`config.mk`:
```
export PLATFORM = sky130hd
export DESIGN_NAME = regfile_sb
export DESIGN_NICKNAME = d
export VERILOG_FILES = /design/src/rtl/regfile_sb.sv
export SDC_FILE = /design/constraint.sdc
export NUM_CORES = 2
export LEC_CHECK = 0
export CORE_ASPECT_RATIO = 2
export CORE_MARGIN = 1
export CORE_UTILIZATION = 50
export DETAILED_ROUTE_END_ITERATION = 8
export GPL_TIMING_DRIVEN = 0
export PLACE_DENSITY = 0.66
export REMOVE_ABC_BUFFERS = 1
export SETUP_SLACK_MARGIN = 0.4
export SKIP_CTS_REPAIR_TIMING = 1
export SYNTH_ARGS = -nofsm -noshare
export SYNTH_HDL_FRONTEND = slang
export SYNTH_SLANG_ARGS = --single-unit
```
`constraint.sdc`:
```
create_clock -name clk -period 56.5 [get_ports clk]
set_input_delay 11.3 -clock clk [delete_from_list [all_inputs] [get_ports clk]]
set_output_delay 11.3 -clock clk [all_outputs]
set_load 0.05 [all_outputs]
```
`src/rtl/regfile_sb.sv`:
```
// rtl/regfile_sb.sv - parametrised multi-read register file with write-back scoreboard
// Two combinational read ports with same-cycle write bypass, plus per-register busy bits for RAW detection.
module regfile_sb #(
  parameter int DW       = 32,
  parameter int AW       = 5,
  parameter int ZERO_REG = 1
) (
  input  logic          clk,
  input  logic          rst,
  input  logic          we,
  input  logic [AW-1:0] waddr,
  input  logic [DW-1:0] wdata,
  input  logic [AW-1:0] raddr1,
  input  logic [AW-1:0] raddr2,
  output logic [DW-1:0] rdata1,
  output logic [DW-1:0] rdata2,
  input  logic          iss_valid,
  input  logic [AW-1:0] iss_addr,
  input  logic          flush,
  output logic          busy1,
  output logic          busy2,
  output logic [AW:0]   pend_cnt
);

  localparam int NREG = 1 << AW;
  localparam bit ZR   = (ZERO_REG != 0);

  logic [DW-1:0]   mem [NREG];
  logic [NREG-1:0] bsy;
  logic [NREG-1:0] bsy_nxt;

  logic wr_drop;
  logic iss_drop;
  logic r1_zero;
  logic r2_zero;
  logic r1_hit;
  logic r2_hit;

  assign wr_drop  = ZR && (waddr == '0);
  assign iss_drop = ZR && (iss_addr == '0);
  assign r1_zero  = ZR && (raddr1 == '0);
  assign r2_zero  = ZR && (raddr2 == '0);
  assign r1_hit   = we && (waddr == raddr1);
  assign r2_hit   = we && (waddr == raddr2);

  always_ff @(posedge clk or posedge rst) begin
    if (rst) begin
      for (int i = 0; i < NREG; i++) mem[i] <= '0;
    end else if (we && !wr_drop) begin
      mem[waddr] <= wdata;
    end
  end

  // Issue is applied after write-back clear so a newer owner of the same register keeps it busy.
  always_comb begin
    bsy_nxt = bsy;
    if (flush) begin
      bsy_nxt = '0;
    end else begin
      if (we) bsy_nxt[waddr] = 1'b0;
      if (iss_valid && !iss_drop) bsy_nxt[iss_addr] = 1'b1;
    end
  end

  always_ff @(posedge clk or posedge rst) begin
    if (rst) bsy <= '0;
    else     bsy <= bsy_nxt;
  end

  // Reset gates the bypass path so nothing driven on the write port leaks out while rst is high.
  always_comb begin
    rdata1 = '0;
    rdata2 = '0;
    if (!rst && !r1_zero) rdata1 = r1_hit ? wdata : mem[raddr1];
    if (!rst && !r2_zero) rdata2 = r2_hit ? wdata : mem[raddr2];
  end

  assign busy1 = !rst && !r1_zero && bsy[raddr1] && !r1_hit;
  assign busy2 = !rst && !r2_zero && bsy[raddr2] && !r2_hit;

  always_comb begin
    pend_cnt = '0;
    for (int i = 0; i < NREG; i++) pend_cnt = pend_cnt + {{AW{1'b0}}, bsy[i]};
  end

endmodule

```
==> impl_metrics.toml <==
[status]
outcome = "finished, violations left"
failed_checks = "capacitance limit, slew limit"

[grt]
antenna_found_initial = 7
gr-total-overflow = 0
grt_max_degree = 131
track_usage = 0.320
grt_pass1_wl_um = 273000
grt_pass1_vias = 40116

[synthesis]
ys_async_sr_fraction = 1.00
synthCells = 4059
synth.avg_cell_area_um2 = 14.2
ys_seq_area_frac = 0.457
synth_top_cell_area_share = 0.457
synth_top_area_cell = "dfrtp_1"
yosysWarnings = 0
synth-edff-count = 0
synth_flop_cell = "dfrtp_1"
ys_ff_latch = 1056
synth_cell_type_count = 53
synth.cell_area_um2 = 57800
synth_area_leaders = "dfrtp_1, mux2_2, mux4_2, mux2i_1, clkbuf_1"

[placed_design]
port_buffers = 128
dp_cells = 5350
hpwl_um = 109000
gp_congestion = 0.815
dpl-instance-area_um2 = 61700

[flow_run]
cap_violations = 1

[sta]
setup_violations = 0
slew_headroom = -0.00752
min_period_ns = 27.00
max_freq_mhz = 37.0
rsz0062_at_grt = "no"
finClkSkew_ns = 0
report.final.slew_viol_count = 30
fin_crit_sh = 0.478
worst_slew_pin_slew_ns = 1.51
hold_violations = 0

[setup_path]
startpoint_type = "input port"
required_ns = 45.20
crit_type = "input port to primary output"
crit_path_end_kind = "primary output"
critPathMaxFanout = 70
arrival_ns = 15.70

[floorplanning]
rows = 176
ios = 129
die_height_um = 483
die_x_um = 242
fp.coreArea_um2 = 115000
die_area_um2 = 117000
initial_core_util = 0.504

[hold_path]
hold_path.class = "flop to flop"

[route]
via_per_inst = 6.89
post_drt_wl_per_cell_um = 33.4
drtAntennaViolNets = 0
dr.pass1.iters = 5
drt-initial-drc-count = 3284
drc = 0
finalWirelength_um = 184000
dr_total_vias = 38015

[clock_tree]
clock-sinks = 1056
cts_buffers = 95
cts.clk_slew.worst_paths_ns = 0.06
cts_buffer_depth = 3
clock-root-buffer = "clkbuf_16"
htree_levels = 3
cts_tree = "yes"
clock_latency_ns = 0.71

[power]
power_density_nw_per_um2 = 33.0
leakagePower_nw = 28.4
max-vdd-ir-drop_v = 0.0000240

[layout]
multi_input_area_um2 = 29400
final_nets = 4022
num-fill-cells = 9069
finalNonFillerCells = 5518
register_area_um2 = 26400
fin_area_um2 = 64900
area_growth_pct = 12.3
layout-drive-gt1-share = 0.426
==> cell usage after synthesis (all sizes together), types with 2 or more instances <==
cell     count
xor2         9
and2         3
o221ai      32
and3         4
mux2i      292
a22o        53
a311oi       2
nor2b        6
nor2        47
o211a       31
a2bb2oi      5
dfrtp     1056
nor3        10
a2111oi     15
clkbuf     288
nand2      104
o21ai       25
mux2      1012
a21oi       86
a21o         3
mux4       402
nor3b        9
nand3b       4
fa          24
inv         47
ha           7
or3b         3
a221o       30
buf        173
and3b        5
nand3       34
a221oi      35
xnor2        4
a211oi      31
o22ai       32
o211ai      31
a22oi       99
==> state kept, by name, indices dropped and copies added, names as in the netlist <==
name,count
mem,1024
bsy,32
==> path summary, 6_finish.rpt <==
check	start	depth (start not counted)	endpoint	slack, ns
max in group asynchronous	rst	5	mem[116]$_DFFE_PP0P_	43.10
setup reg to reg	bsy[25]$_DFF_PP0_	3	bsy[25]$_DFF_PP0_	55.55
hold / removal	mem[998]$_DFFE_PP0P_	0	mem[998]$_DFFE_PP0P_	0.40
min in group asynchronous	rst	2	mem[812]$_DFFE_PP0P_	11.30
setup / recovery	raddr1[1]	8	rdata1[4]	29.50
hold reg to reg	mem[998]$_DFFE_PP0P_	0	mem[998]$_DFFE_PP0P_	0.40
==> metal layers <==
metal  vias to the layer above  track usage  share of wire
li1                      15355            -              -
met1                     20566        0.397           0.38
met2                      1554        0.535           0.49
met3                       532       0.0559          0.066
met4                         8        0.172          0.059
met5                         -            0        0.00026
==> kinds of logic (layout without fill, tap and decap cells) <==
group	after synthesis	count (layout)	share of synthesized area
AO/OA/AOI/OAI	512	512	0.0668
XOR/XNOR	13	13	0.00197
adder cells (fa/ha/maj)	31	31	0.00983
buffers and inverters	509	451	0.0401
flip-flops	1056	1056	0.457
multiplexers	1706	1706	0.406
other	0	4	0
AND/OR/NAND/NOR	232	232	0.0183
==> area by class of cell <==
cell class / instances / area share
diodes: 4 / 0.000154
clock buffers: 135 / 0.0422
clock inverters: 29 / 0.00654
inverters: 47 / 0.00283
multi-input cells: 2494 / 0.453
flip-flops and latches: 1056 / 0.407
well taps: 1513 / 0.0292
repair buffers: 240 / 0.0588
==> power by group <==
| group | switching (W) | internal (W) | total, W |
|---|---|---|---|
| Combinational | 0.000197 | 0.000264 | 0.000461 |
| Clock | 0.000300 | 0.000383 | 0.000683 |
| Sequential | 0.000100 | 0.000895 | 0.000996 |
==> stage by stage <==
stage | util | TNS (ns) | total power (W) | hold slack (ns) | worst slack (ns)
after global placement | 0.513 | -193.95 | 0.00151 | 0.376 | -6.58
after floorplan | - | 0 | 0.00131 | 0.363 | 15.48
after detailed placement | 0.538 | 0 | 0.00147 | 0.384 | 29.55
final | 0.566 | 0 | 0.00214 | 0.397 | 29.50
after global routing | 0.566 | 0 | 0.00222 | 0.409 | 29.36
after CTS | 0.566 | 0 | 0.00215 | 0.398 | 29.57
==> cell usage in the layout, fill, tap and decap left out, drive strengths merged, types with 25 or more instances in the layout <==
master	instances
clkbuf	135
clkdlybuf4s50	120
a211oi	31
buf	120
a221o	30
o221ai	32
inv	49
a221oi	35
a22oi	99
a21oi	86
o22ai	32
mux2	1012
nand2	104
mux2i	292
a22o	53
mux4	402
nor2	47
dfrtp	1056
o211ai	31
nand3	34
o211a	31
o21ai	25
==> worst max-delay path: stages <==
cell	delay, ns
buf_8	0.52
buf_16	0.42
or3b_2	1.22
o22ai_1	0.26
a2111oi_0	0.68
a21oi_1	0.16
a22o_1	0.26
clkdlybuf4s50_1	0.71
No activity file was read; power rests on OpenSTA's default activity.
